===== config.mk =====
export PLATFORM = sky130hd
export DESIGN_NAME = qspi_arb
export DESIGN_NICKNAME = d
export VERILOG_FILES = /design/src/rtl/vc_pkg.sv /design/src/rtl/arb_watchdog.sv /design/src/rtl/qspi_arb.sv
export SDC_FILE = /design/constraint.sdc
export NUM_CORES = 1
export LEC_CHECK = 0
export ABC_AREA = 1
export BUFFER_PORTS_ARGS = -buffer_cell sky130_fd_sc_hd__buf_4
export CAP_MARGIN = 30
export CORE_UTILIZATION = 30
export CTS_BUF_LIST = sky130_fd_sc_hd__clkbuf_4 sky130_fd_sc_hd__clkbuf_8 sky130_fd_sc_hd__clkbuf_16
export CTS_CLUSTER_DIAMETER = 80
export DETAILED_ROUTE_END_ITERATION = 12
export PLACE_DENSITY = 0.56
export REMOVE_ABC_BUFFERS = 1
export SYNTH_ARGS = -nofsm -noshare
export SYNTH_HDL_FRONTEND = slang
export SYNTH_HIERARCHICAL = 1
export SYNTH_SLANG_ARGS = --single-unit

===== constraint.sdc =====
create_clock -name clk -period 2.67 [get_ports clk]
set_input_delay 0.6675 -clock clk [delete_from_list [all_inputs] [get_ports clk]]
set_output_delay 0.6675 -clock clk [all_outputs]
set_load 0.02 [all_outputs]

===== src/rtl/vc_pkg.sv =====
`default_nettype none
// ============================================================================
// Module      : vc_pkg
// Description : Shared encodings and helpers for the qspi arbiter.
// Revision    : 1.0 - initial release
// ============================================================================
package vc_pkg;

    localparam logic [2:0] c_ST_IDLE   = 3'd0;
    localparam logic [2:0] c_ST_I_FILL = 3'd1;
    localparam logic [2:0] c_ST_D_PUSH = 3'd2;
    localparam logic [2:0] c_ST_D_PULL = 3'd3;
    localparam logic [2:0] c_ST_ERR    = 3'd4;

    localparam logic c_STREAM_I = 1'b0;
    localparam logic c_STREAM_D = 1'b1;

    function automatic int tag_width(input int pa, input int line_length);
        return pa - $clog2(line_length);
    endfunction

endpackage
`default_nettype wire


===== src/rtl/arb_watchdog.sv =====
`default_nettype none
// ============================================================================
// Module      : arb_watchdog
// Description : Transfer watchdog; flags a transfer that ran TIMEOUT cycles.
// Revision    : 1.0 - initial release
// ============================================================================
module arb_watchdog #(
    parameter int TIMEOUT = 255
) (
    input  logic clk,
    input  logic reset,
    input  logic clear,
    input  logic run,
    output logic expired
);

    localparam int            CW      = $clog2(TIMEOUT + 1);
    localparam logic [CW-1:0] c_LIMIT = CW'(TIMEOUT);

    logic [CW-1:0] r_count;

    // Saturates at the limit so it can never wrap back below it.
    always_ff @(posedge clk) begin
        if (!reset) begin
            r_count <= '0;
        end else if (clear) begin
            r_count <= '0;
        end else if (run && (r_count != c_LIMIT)) begin
            r_count <= r_count + 1'b1;
        end
    end

    assign expired = run && (r_count == c_LIMIT);

endmodule
`default_nettype wire


===== src/rtl/qspi_arb.sv =====
`default_nettype none
// ============================================================================
// Module      : qspi_arb
// Description : Round-robin arbiter sharing the qspi engine between caches.
// Revision    : 1.0 - initial release
// ============================================================================
module qspi_arb
    import vc_pkg::*;
#(
    parameter  int PA          = 22,
    parameter  int LINE_LENGTH = 4,
    parameter  int TIMEOUT     = 255,
    localparam int TW          = tag_width(PA, LINE_LENGTH)
) (
    input  logic          clk,
    input  logic          reset,
    input  logic          i_pull,
    input  logic [TW-1:0] i_tag,
    input  logic          d_push,
    input  logic          d_pull,
    input  logic [TW-1:0] d_tag,
    input  logic          q_done,
    input  logic          fault_clr,
    output logic          q_req,
    output logic          q_i_d,
    output logic          q_write,
    output logic          q_mem,
    output logic [TW-1:0] q_paddr,
    output logic          i_done,
    output logic          d_done,
    output logic          busy,
    output logic          bus_fault
);

    logic [2:0]    r_state;
    logic [2:0]    w_state_next;
    logic          w_grant;
    logic          w_grant_i;
    logic          w_in_xfer;
    logic          w_expired;
    logic          w_d_cand;
    logic [TW-1:0] w_tag_sel;

    logic          r_last;
    logic [TW-1:0] r_paddr;
    logic          r_i_d;
    logic          r_write;
    logic          r_mem;
    logic          r_i_done;
    logic          r_d_done;

    assign w_d_cand  = d_push | d_pull;
    assign w_in_xfer = (r_state == c_ST_I_FILL) || (r_state == c_ST_D_PUSH) ||
                       (r_state == c_ST_D_PULL);
    assign w_tag_sel = w_grant_i ? i_tag : d_tag;

    arb_watchdog #(
        .TIMEOUT (TIMEOUT)
    ) u_watchdog (
        .clk     (clk),
        .reset   (reset),
        .clear   (w_grant),
        .run     (w_in_xfer),
        .expired (w_expired)
    );

    always_ff @(posedge clk) begin
        if (!reset) begin
            r_state <= c_ST_IDLE;
        end else begin
            r_state <= w_state_next;
        end
    end

    // Ties go to the stream that did not win last time.
    always_comb begin
        w_state_next = r_state;
        w_grant      = 1'b0;
        w_grant_i    = 1'b0;
        case (r_state)
            c_ST_IDLE: begin
                if (i_pull && (!w_d_cand || (r_last == c_STREAM_D))) begin
                    w_grant      = 1'b1;
                    w_grant_i    = 1'b1;
                    w_state_next = c_ST_I_FILL;
                end else if (w_d_cand) begin
                    w_grant      = 1'b1;
                    w_state_next = d_push ? c_ST_D_PUSH : c_ST_D_PULL;
                end
            end
            c_ST_I_FILL, c_ST_D_PUSH, c_ST_D_PULL: begin
                if (q_done) begin
                    w_state_next = c_ST_IDLE;
                end else if (w_expired) begin
                    w_state_next = c_ST_ERR;
                end
            end
            c_ST_ERR: begin
                if (fault_clr) begin
                    w_state_next = c_ST_IDLE;
                end
            end
            default: w_state_next = c_ST_IDLE;
        endcase
    end

    always_comb begin
        q_req     = w_in_xfer;
        busy      = (r_state != c_ST_IDLE);
        bus_fault = (r_state == c_ST_ERR);
    end

    always_ff @(posedge clk) begin
        if (!reset) begin
            r_last   <= c_STREAM_D;
            r_paddr  <= '0;
            r_i_d    <= 1'b0;
            r_write  <= 1'b0;
            r_mem    <= 1'b0;
            r_i_done <= 1'b0;
            r_d_done <= 1'b0;
        end else begin
            r_i_done <= (r_state == c_ST_I_FILL) && q_done;
            r_d_done <= ((r_state == c_ST_D_PUSH) || (r_state == c_ST_D_PULL)) && q_done;
            if (w_grant) begin
                r_last  <= w_grant_i ? c_STREAM_I : c_STREAM_D;
                r_paddr <= w_tag_sel;
                r_i_d   <= w_grant_i;
                r_write <= !w_grant_i && d_push;
                r_mem   <= &w_tag_sel[TW-1:TW-8];
            end
        end
    end

    assign q_paddr = r_paddr;
    assign q_i_d   = r_i_d;
    assign q_write = r_write;
    assign q_mem   = r_mem;
    assign i_done  = r_i_done;
    assign d_done  = r_d_done;

endmodule
`default_nettype wire

==> impl_metrics.csv <==
group,metric,value,unit
floorplanning,rows,27,
yosys,synth_top_family_by_area,"simple AND/OR/NAND/NOR gates",
detailed_routing,drt-total-wl,4650,um
sta,clock.fmax,0.480,GHz
floorplanning,core_area,5640,um^2
sta,worst_slew_pin_slew,0.543,ns
detailed_routing,vias_per_cell,4.55,
setup_path,crit_slowest_cell,"dfxtp_1",
cells_and_area,area_growth,40.3,%
floorplanning,die_w,79.6,um
cells_and_area,final_cell_mix,"75 x buf_4, 44 x nand2_1, 37 x dfxtp_1",
detailed_routing,wl_per_cell,11.7,um
setup_path,path_cells,"nor2_4 -> nor2_1 -> buf_4 -> buf_4",
place,port-buffer-count,74,
setup_path,arrival,1.41,ns
setup_path,critPathKind,"flop to primary output",
sta,slew_violations,0,
yosys,seq_area_frac_synth,41.0,%
global_route,gr-total-overflow,0,
sta,rsz0062_at_grt,"false",
setup_path,reg2reg_setup_slack,0.88,ns
yosys,synthesis.area,1810,um^2
detailed_routing,drtIter0Drc,85,
place,dp_hpwl,3400,um
setup_path,crit_buf_inv,2,
status,status,"finished, final reports clean",
yosys,synth_cells,251,
clocking,cts_root_buffer,"clkbuf_8",
yosys,synth_cell_types,29,
clocking,cts_buffer_depth,2,
cells_and_area,fillers,576,
yosys,synth_seq_cells,37,
detailed_routing,postRouteAntennaNets,0,
setup_path,rr_startpoint,"r_state[1]$_SDFFE_PN0P_",
clocking,clk_latency,0.29,ns
power_and_ir_drop,p_per_area,1140,nW/um^2
yosys,yosysWarnings,6,
setup_path,r2r_cells,7,
clocking,cts_made_buffers,5,
floorplanning,die-area,6340,um^2
global_route,grtUsageTotal,15.5,%
global_route,grt_pass1_vias,1707,
clocking,cts_hold_buf,0,
floorplanning,die_h,79.6,um
yosys,synth_mux_area_share,0,%
yosys,synth-xor-area-share,0,%
sta,fin_skew,0.00558,ns
clocking,ctsResizeCount,0,
worst_hold_path,holdPathEnd,"q_i_d$_SDFFE_PN0P_",
setup_path,critPathLaunchType,"flop",
sta,slew_headroom,63.8,%
floorplanning,boundaryPins,75,
sta,period_needed,2.08,ns
cells_and_area,n_antenna_cell,0,
cells_and_area,fin_util,45.0,%
detailed_routing,drt_pass1_iterations,4,
sta,final.setup.tns,0,ns
cells_and_area,mostFrequentLayoutCell,"buf_4",
global_route,antenna_found_initial,0,
detailed_routing,vias,1807,
setup_path,worstPathRequired,2.00,ns
cells_and_area,drive_gt1_share,32.6,%
clocking,cts_max_level,2,
global_route,grt_start_max_net_pins,37,
clocking,cts_setup_buffers,0,
setup_path,crit_path_frequent_cell,"buf_4",
power_and_ir_drop,p_leak,1.22,nW
cells_and_area,fin_nets,372,
place,globalplace.congestion,0.767,
clocking,cts_tree,"yes",
yosys,synth-compound-area-share,18.3,%
setup_path,cpPeakStageDelay,0.42,ns
sta,fin_crit_sh,78.0,%
power_and_ir_drop,peakVddDrop,438,uV
yosys,yosys.area_share.simple,31.8,%
worst_hold_path,min_from,"q_i_d$_SDFFE_PN0P_",
setup_path,cp-end-kind,"primary output",
setup_path,cp_top_family,"flip-flops",
yosys,syn_avg_cell_area,7.20,um^2
clocking,clock_sinks,37,
yosys,synth-adder-area-share,0.692,%
worst_hold_path,hold_path_class,"flop to flop",
floorplanning,start_util,32.0,%
setup_path,critPathMaxFanout,6,
worst_hold_path,whs_path_depth,2,
detailed_routing,remaining_drc_errors,0,
clocking,path_clk_slew,0.07,ns
sta,setup_viol,0,
setup_path,r2r-end,"r_state[0]$_SDFFE_PN0P_",
sta,hold_viol_final,0,
global_route,grt_pass1_wl,7540,um
job,max_cap_viol_count,0,
==> cell type report <==
cell class,count,area [um^2],area share [%]
repair buffers,75,563,22.2
clock inverters,1,30.0,1.18
inverters,27,104,4.09
clock buffers,7,90.1,3.55
well taps,72,90.1,3.55
multi-input cells,178,918,36.2
flip-flops and latches,37,741,29.2
==> flip-flops by register name, indices dropped and copies added, names as in the netlist <==
register and flops:
q_paddr 20, u_watchdog/r_count 8, r_state 3, d_done 1
i_done 1, q_i_d 1, q_mem 1, q_write 1
r_last 1
==> stage by stage <==
stage / power (W) / area, um^2 / cells / setup slack [ns] / hold slack [ns]
floorplan: 0.00183 / 1760 / 242 / 0.795 / 0.459
global route: 0.00311 / 2540 / 397 / 0.480 / 0.499
detailed placement: 0.00238 / 2420 / 389 / 0.572 / 0.458
CTS: 0.00292 / 2540 / 397 / 0.580 / 0.470
global placement: 0.00238 / 2420 / 389 / 0.669 / 0.459
finish: 0.00288 / 2540 / 397 / 0.589 / 0.468
==> how the worst max path moves through the flow <==
stage | cells past startpoint | slack [ns] | end | from
5_1_grt | 4 | 0.48 | q_req | r_state[1]$_SDFFE_PN0P_
3_5_place_dp | 12 | 0.57 | q_mem$_SDFFE_PN0P_ | d_push
4_1_cts | 4 | 0.58 | q_req | r_state[1]$_SDFFE_PN0P_
3_3_place_gp | 12 | 0.67 | q_mem$_SDFFE_PN0P_ | d_push
6_report | 4 | 0.59 | q_req | r_state[1]$_SDFFE_PN0P_
2_1_floorplan | 7 | 0.80 | r_state[0]$_SDFFE_PN0P_ | r_state[1]$_SDFFE_PN0P_
==> power breakdown <==
part | leakage (nW) | internal [W] | total, W | switching, W
logic | 0.856 | 0.000568 | 0.00149 | 0.000926
clock network | 0.0619 | 0.000315 | 0.000515 | 0.000200
registers | 0.305 | 0.000751 | 0.000873 | 0.000122
==> worst register-to-register path, delay by kind of cell (launching register included) <==
family	cells	cell delay (ns)
flops	1	0.42
compound gates	3	0.41
simple gates	4	0.85
==> logic make-up after synthesis <==
logic type      count (synthesis)
flops                          37
buf+inv                        36
compound gates                 62
fa+ha+maj                       1
simple gates                  115
==> Yosys cell counts <==
library cell / instances / area share, %
o211ai_1: 1 / 0.42
inv_1: 23 / 4.8
buf_1: 1 / 0.21
nor4_1: 2 / 0.69
nor3_1: 4 / 1.1
ha_1: 1 / 0.69
nand4_1: 5 / 1.7
buf_4: 1 / 0.42
clkbuf_1: 1 / 0.21
nand2_1: 44 / 9.1
nand2_4: 3 / 1.9
a21oi_2: 1 / 0.48
inv_4: 1 / 0.35
nor2_2: 3 / 1.0
nand3_2: 1 / 0.55
nand3_1: 8 / 2.2
a21oi_1: 27 / 7.5
o21ai_1: 1 / 0.28
nor2_8: 1 / 1.1
nand2_2: 4 / 1.4
nor2_1: 33 / 6.9
nor2_4: 5 / 3.1
dfxtp_1: 37 / 41
buf_2: 6 / 1.7
or2_1: 1 / 0.35
o21ai_0: 20 / 5.5
o22ai_1: 12 / 4.2
nand3b_2: 1 / 0.62
inv_2: 3 / 0.62
==> layer usage <==
layer	vias to the layer above	track usage, %	wire [um]
met4	0	6.55	82
met5	-	0	0
met1	785	18.6	2180
met2	40	26.2	2150
met3	7	3.89	236
li1	975	-	-
Power figures use the tool's default switching activity.
